### src/rtl/pck_divgen_pkg.sv
// Shared types for the multi-channel clock-enable generator: channel FSM states,
// the per-channel config record and the config sanitising rules.
package pckgen_pkg;

  // Config fields are carried at this width; CNT_W inputs are zero-extended into it.
  localparam int CFG_W = 32;

  typedef enum logic [1:0] {IDLE, ALIGN, RUN} ch_state_t;

  typedef struct packed {
    logic [CFG_W-1:0] div;
    logic [CFG_W-1:0] high;
    logic [CFG_W-1:0] phase;
  } ch_cfg_t;

  // DIV of 0 runs as 1; a phase past the period end lands on its last cycle.
  function automatic ch_cfg_t cfg_sanitize(ch_cfg_t c);
    ch_cfg_t r;
    r = c;
    if (r.div == '0) r.div = CFG_W'(1);
    if (r.phase >= r.div) r.phase = r.div - CFG_W'(1);
    return r;
  endfunction

  function automatic ch_cfg_t cfg_reset(int unsigned div_init);
    ch_cfg_t r;
    r.div   = CFG_W'(div_init);
    r.high  = CFG_W'(div_init / 2);
    r.phase = '0;
    return r;
  endfunction

endpackage

### src/rtl/pck_divgen_if.sv
// Control/config inputs and strobe outputs of pck_divgen; the generator is the slave.
interface pck_divgen_if #(
  parameter int NCH   = 2,
  parameter int CNT_W = 16,
  parameter int CH_W  = (NCH > 1) ? $clog2(NCH) : 1
);
  logic [NCH-1:0]   en;
  logic             sync;
  logic             cfg_we;
  logic [CH_W-1:0]  cfg_ch;
  logic [CNT_W-1:0] cfg_div;
  logic [CNT_W-1:0] cfg_high;
  logic [CNT_W-1:0] cfg_phase;
  logic [NCH-1:0]   pck_en;
  logic [NCH-1:0]   pck_out;
  logic             locked;

  modport master (
    output en, sync, cfg_we, cfg_ch, cfg_div, cfg_high, cfg_phase,
    input  pck_en, pck_out, locked
  );

  modport slave (
    input  en, sync, cfg_we, cfg_ch, cfg_div, cfg_high, cfg_phase,
    output pck_en, pck_out, locked
  );
endinterface

### src/rtl/pck_divgen_ch.sv
// One divider channel: shadow/active config, phase and period counters,
// IDLE/ALIGN/RUN FSM and the per-channel lock flag.
module pck_divgen_ch
  import pckgen_pkg::*;
#(
  parameter int CNT_W    = 16,
  parameter int DIV_INIT = 4
) (
  input  logic    sysclk,
  input  logic    rst_n,
  input  logic    en,
  input  logic    sync,
  input  logic    we,
  input  ch_cfg_t wcfg,
  output logic    pck_en,
  output logic    pck_out,
  output logic    act,
  output logic    lock
);

  localparam ch_cfg_t RST_CFG = cfg_sanitize(cfg_reset(DIV_INIT));

  ch_state_t        state, state_n;
  logic [CNT_W-1:0] cnt, cnt_n, pc, pc_n;
  ch_cfg_t          shd, shd_n;
  logic [CFG_W-1:0] adiv, adiv_n, ahigh, ahigh_n;
  logic             pend, pend_n, lock_q, lock_n;
  logic             pen_q, pen_n, pout_q, pout_n;
  logic             wrap;

  always_comb begin
    state_n = state;
    cnt_n   = cnt;
    pc_n    = pc;
    shd_n   = shd;
    adiv_n  = adiv;
    ahigh_n = ahigh;
    pend_n  = pend;
    lock_n  = lock_q;
    wrap    = (state == RUN) && (CFG_W'(cnt) == adiv - CFG_W'(1));

    if (!en) begin
      state_n = IDLE;
      cnt_n   = '0;
      pc_n    = '0;
    end else if (sync || state == IDLE) begin
      state_n = ALIGN;
      adiv_n  = shd.div;
      ahigh_n = shd.high;
      pc_n    = CNT_W'(shd.phase);
      cnt_n   = '0;
      pend_n  = 1'b0;
    end else if (state == ALIGN) begin
      if (pc == '0) begin
        state_n = RUN;
        cnt_n   = '0;
      end else begin
        pc_n = pc - CNT_W'(1);
      end
    end else if (wrap) begin
      // Period boundary: take a pending config, otherwise this wrap proves the config settled.
      cnt_n = '0;
      if (pend) begin
        adiv_n  = shd.div;
        ahigh_n = shd.high;
        pend_n  = 1'b0;
      end else begin
        lock_n = 1'b1;
      end
    end else begin
      cnt_n = cnt + CNT_W'(1);
    end

    // A write landing on a load edge stays pending for the next boundary.
    if (we) begin
      shd_n  = cfg_sanitize(wcfg);
      pend_n = 1'b1;
      lock_n = 1'b0;
    end
    if (state_n != RUN) lock_n = 1'b0;

    pen_n  = (state == RUN) && (cnt == '0);
    pout_n = (state == RUN) && (CFG_W'(cnt) < ahigh);
  end

  always_ff @(posedge sysclk) begin
    if (!rst_n) begin
      state  <= IDLE;
      cnt    <= '0;
      pc     <= '0;
      shd    <= RST_CFG;
      adiv   <= RST_CFG.div;
      ahigh  <= RST_CFG.high;
      pend   <= 1'b0;
      lock_q <= 1'b0;
      pen_q  <= 1'b0;
      pout_q <= 1'b0;
    end else begin
      state  <= state_n;
      cnt    <= cnt_n;
      pc     <= pc_n;
      shd    <= shd_n;
      adiv   <= adiv_n;
      ahigh  <= ahigh_n;
      pend   <= pend_n;
      lock_q <= lock_n;
      pen_q  <= pen_n;
      pout_q <= pout_n;
    end
  end

  assign pck_en  = pen_q;
  assign pck_out = pout_q;
  assign act     = (state != IDLE);
  assign lock    = lock_q;

endmodule

### src/rtl/pck_divgen.sv
// Multi-channel clock-enable generator: NCH divider channels, config write
// decode and the registered LOCKED reduction.
module pck_divgen
  import pckgen_pkg::*;
#(
  parameter int NCH      = 2,
  parameter int CNT_W    = 16,
  parameter int DIV_INIT = 4
) (
  input logic          sysclk,
  input logic          rst_n,
  pck_divgen_if.slave  bus
);

  ch_cfg_t        wcfg;
  logic [NCH-1:0] we_dec, act, lock, pen_v, pout_v;
  logic           locked_q;

  always_comb begin
    wcfg       = '0;
    wcfg.div   = CFG_W'(bus.cfg_div);
    wcfg.high  = CFG_W'(bus.cfg_high);
    wcfg.phase = CFG_W'(bus.cfg_phase);
  end

  for (genvar i = 0; i < NCH; i++) begin : g_ch
    // Out-of-range channel numbers match no lane and are dropped.
    assign we_dec[i] = bus.cfg_we && (int'(bus.cfg_ch) == i);

    pck_divgen_ch #(.CNT_W(CNT_W), .DIV_INIT(DIV_INIT)) u_ch (
      .sysclk  (sysclk),
      .rst_n   (rst_n),
      .en      (bus.en[i]),
      .sync    (bus.sync),
      .we      (we_dec[i]),
      .wcfg    (wcfg),
      .pck_en  (pen_v[i]),
      .pck_out (pout_v[i]),
      .act     (act[i]),
      .lock    (lock[i])
    );
  end

  always_ff @(posedge sysclk) begin
    if (!rst_n) locked_q <= 1'b0;
    else        locked_q <= (|act) && (&(lock | ~act));
  end

  assign bus.pck_en  = pen_v;
  assign bus.pck_out = pout_v;
  assign bus.locked  = locked_q;

endmodule
### src/flat_wrapper.sv
// flat-port wrapper written by rule: the top's interface ports become plain ports
module pck_divgen_flat import pckgen_pkg::*;
#(
  parameter int NCH      = 2,
  parameter int CNT_W    = 16,
  parameter int DIV_INIT = 4
)
  (sysclk, rst_n, bus_en, bus_sync, bus_cfg_we, bus_cfg_ch, bus_cfg_div, bus_cfg_high, bus_cfg_phase, bus_pck_en, bus_pck_out, bus_locked);
  pck_divgen_if #(.NCH(NCH), .CNT_W(CNT_W)) bus_i ();
  input logic sysclk;
  input logic rst_n;
  input wire logic [$bits(bus_i.en)-1:0] bus_en;
  input wire logic [$bits(bus_i.sync)-1:0] bus_sync;
  input wire logic [$bits(bus_i.cfg_we)-1:0] bus_cfg_we;
  input wire logic [$bits(bus_i.cfg_ch)-1:0] bus_cfg_ch;
  input wire logic [$bits(bus_i.cfg_div)-1:0] bus_cfg_div;
  input wire logic [$bits(bus_i.cfg_high)-1:0] bus_cfg_high;
  input wire logic [$bits(bus_i.cfg_phase)-1:0] bus_cfg_phase;
  output wire logic [$bits(bus_i.pck_en)-1:0] bus_pck_en;
  output wire logic [$bits(bus_i.pck_out)-1:0] bus_pck_out;
  output wire logic [$bits(bus_i.locked)-1:0] bus_locked;
  assign bus_i.en = bus_en;
  assign bus_i.sync = bus_sync;
  assign bus_i.cfg_we = bus_cfg_we;
  assign bus_i.cfg_ch = bus_cfg_ch;
  assign bus_i.cfg_div = bus_cfg_div;
  assign bus_i.cfg_high = bus_cfg_high;
  assign bus_i.cfg_phase = bus_cfg_phase;
  assign bus_pck_en = bus_i.pck_en;
  assign bus_pck_out = bus_i.pck_out;
  assign bus_locked = bus_i.locked;
  pck_divgen #(.NCH(NCH), .CNT_W(CNT_W), .DIV_INIT(DIV_INIT)) u_core (.sysclk(sysclk), .rst_n(rst_n), .bus(bus_i));
endmodule
### config.mk
export PLATFORM = sky130hd
export DESIGN_NAME = pck_divgen_flat
export DESIGN_NICKNAME = d
export VERILOG_FILES = /design/src/rtl/pck_divgen_pkg.sv /design/src/rtl/pck_divgen_if.sv /design/src/rtl/pck_divgen_ch.sv /design/src/rtl/pck_divgen.sv /design/src/flat_wrapper.sv
export SDC_FILE = /design/constraint.sdc
export NUM_CORES = 1
export LEC_CHECK = 0
export ABC_CLOCK_PERIOD_IN_PS = 6200
export CAP_MARGIN = 10
export CORE_MARGIN = 1.5
export CORE_UTILIZATION = 32
export CTS_CLUSTER_DIAMETER = 100
export DETAILED_ROUTE_END_ITERATION = 12
export DONT_BUFFER_PORTS = 1
export PLACE_DENSITY = 0.45
export SLEW_MARGIN = 20
export SYNTH_ARGS = -nofsm -noshare
export SYNTH_HDL_FRONTEND = slang
export SYNTH_HIERARCHICAL = 1
export SYNTH_SLANG_ARGS = --single-unit
### constraint.sdc
create_clock -name sysclk -period 6.2 [get_ports sysclk]
set_input_delay 0 -clock sysclk [delete_from_list [all_inputs] [get_ports sysclk]]
set_output_delay 0 -clock sysclk [all_outputs]
set_load 0.005 [all_outputs]
==> impl_metrics.ini <==
[routing]
avgRoutedWirePerCell_um = 18.99
route.detailed.drc = 0
vias = 21070
via_per_inst = 5.648
dr.pass1.iters = 8
ant_nets = 0
routed_wl_um = 70860
drtIter0Drc = 1627

[floorplanning]
die_h_um = 264.9
io_pins = 60
die_x_um = 264.9
core_area_um2 = 67510
initial_core_util_pct = 32.51
rows = 95
die-area_um2 = 70160

[min_path]
hp-class = primary input to register

[yosys]
yosysSeqAreaShare_pct = 33.30
syn_inst = 2698
ys_seq_elements = 365
synth.most_common_cell = nand4_1
synth-edff-count = 0
synth.area.top_cells = dfxtp_1, nand4_1, mux2i_1
synthesis.area_um2 = 21950
yosysTopAreaCellShare_pct = 33.30
ys.flop_type = dfxtp_1
async_flop_share_pct = 0
avgSynthCellArea_um2 = 8.134
synth_commonest_cells = nand4_1, dfxtp_1, nor2_1
ys_warn_count = 6
yosysUniqueCellTypes = 81
synth_largest_area_cell = dfxtp_1

[worst_setup_path]
crit_path_end_kind = register
cp.arrival_ns = 5.54
cp-start-kind = primary input
crit_type = primary input to register
cp_max_fo = 31
critical_path.slowest_cell = dlygate4sd3_1
cpPeakStageDelay_ns = 0.78
cp.required_ns = 6.72
path_buf_inv = 5
crit_chain = dlygate4sd3_1 -> or3_1 -> or3_1 -> nor3_1 -> and2_1 -> nor2_1 -> inv_1 -> ha_1 -> nand2b_1 -> a211oi_1 -> o21bai_1 -> a21oi_1 -> a41oi_1 -> nor4_2 -> buf_4 -> nand4_1 -> dlygate4sd3_1 -> o311ai_0 -> dlygate4sd3_1
crit_family = buffers and inverters
path_common_cell = dlygate4sd3_1

[layout]
fin_nets = 2981
drive_above_1_share_pct = 4.830
area_delta_synth_final_pct = 17.94

[sta]
setup_violations = 0
final.min_clock_period_ns = 5.025
final.setup.tns_ns = 0
worst_clock_skew_ns = 0.02075
timing.slew.headroom_pct = 34.06
holdWs_ns = 0.02742
hold_violations = 0
slew_viol_final = 0
rsz0062_at_grt = false
clock.fmax_mhz = 199.0
min_period_over_period_pct = 81.05
tightest_slew_ns = 0.9891

[global_route]
grt_max_degree = 373
grt_use_met1_pct = 27.37
grt_pass1_wl_um = 113700
grt_pass1_vias = 19880
grt_overflow = 0
grt_usage_pct = 19.89
antenna_found_initial = 1
grt_use_met3_pct = 2.415
grt_most_used_layer = met2
grt_use_met2_pct = 32.30

[cts]
root_buffer = clkbuf_16
path_clk_slew_ns = 0.06
clockBufferDepth = 3
post-cts-setup-buffer-count = 0
cts_sinks = 365
cts_resized = 0
cts_tree = done
cts_buffers = 44
clk_latency_ns = 0.58
ctsHoldBuffers = 150
htreeDepth = 2

[run_status]
status = finished clean

[placement]
dpl.hpwl_um = 41790
place_congestion = 0.8456
io_buffers = 0

[power]
p_leak_uw = 0.009734
irDropWorstVdd_v = 0.0001609
power_density_nw_per_um2 = 232.3

[flow_run]
max_cap_violations = 0
worst reg2reg max path: stages (launching register included):
cell and delay [ns]:
dfxtp_1 0.36, inv_1 0.11, ha_1 0.26, nor4b_2 0.72, nand4_1 0.21, xnor2_1 0.18
a2111oi_0 0.31, and4b_1 0.27, and4_4 0.51, buf_16 0.33, nand4_1 0.13, dlygate4sd3_1 0.60
nand4_1 0.09, dlygate4sd3_1 0.55
cells by family after synthesis:
group	share of synthesized area, %
AND/OR/NAND/NOR	34.60
XOR/XNOR	3.512
multiplexers	6.397
other	0.01709
flip-flops	33.30
AO/OA/AOI/OAI	9.002
adder cells (fa/ha/maj)	5.929
buffers and inverters	7.252
cells in the final DEF (no fill, tap or decap), types with 54 or more instances in the layout:
cell,n
nand4_1,416
dfxtp_1,365
nor2_1,228
nand3_1,168
conb_1,157
dlygate4sd3_1,148
mux2i_1,138
inv_1,125
nand2_1,119
ha_1,104
nand4b_1,65
o21ai_0,62
xnor2_1,61
nand3b_1,54
stage by stage:
step | utilization, % | total power (uW) | cells | worst slack, ns | area, um2
finish | 38.34 | 6012 | 3731 | 1.175 | 25880
global route | 38.33 | 6284 | 3730 | 0.8865 | 25880
CTS | 38.19 | 6075 | 3726 | 1.326 | 25780
detailed placement | 33.64 | 3137 | 3495 | 2.269 | 22710
global placement | 33.63 | 3124 | 3495 | 2.127 | 22710
floorplan | - | 3061 | 2854 | 2.909 | 22530
final cells by class:
type	instances	area [um2]
Antenna cell	1	2.502
Clock buffer	64	1279
Clock inverter	17	237.7
Fill cell	6910	41630
Inverter	128	480.5
Multi-Input combinational cell	2109	13690
Sequential cell	365	7307
Tap cell	873	1092
Timing Repair Buffer	174	1797
path summary, 6_finish.rpt:
path / from / to / slack [ns] / depth (start not counted)
max: bus_cfg_div[8] / u_core/g_ch[0].u_ch/shd[5] / 1.17 / 19
max reg2reg: u_core/g_ch[0].u_ch/adiv[0] / u_core/g_ch[0].u_ch/adiv[15] / 1.52 / 13
min: bus_en[0] / u_core/g_ch[0].u_ch/adiv[10] / 0.03 / 3
min reg2reg: u_core/g_ch[0].u_ch/shd[83] / u_core/g_ch[0].u_ch/shd[83] / 0.49 / 2
routing by layer:
metal  part of all wire, %  vias up  routed length [um]
met5                     0        -                   0
met4                   2.5        0                1802
met3                   4.5      125                3212
met2                    46      473               32280
met1                    47    10220               33570
li1                      -    10250                   -
report_power, final:
| group | switching (uW) | total (uW) | internal (uW) |
|---|---|---|---|
| combinational | 472 | 754 | 282 |
| sequential | 79.4 | 2510 | 2430 |
| clock | 1100 | 2740 | 1650 |
| total | 1650 | 6010 | 4360 |
sequential cells by signal (all words and copies together) (netlist names):
signal	count
u_core/bus.locked	1
u_core/g_ch.u_ch/adiv	64
u_core/g_ch.u_ch/ahigh	64
u_core/g_ch.u_ch/cnt	32
u_core/g_ch.u_ch/lock	2
u_core/g_ch.u_ch/pc	32
u_core/g_ch.u_ch/pck_en	2
u_core/g_ch.u_ch/pck_out	2
u_core/g_ch.u_ch/pend	2
u_core/g_ch.u_ch/shd	160
u_core/g_ch.u_ch/state	4
Power figures use the tool's default switching activity.
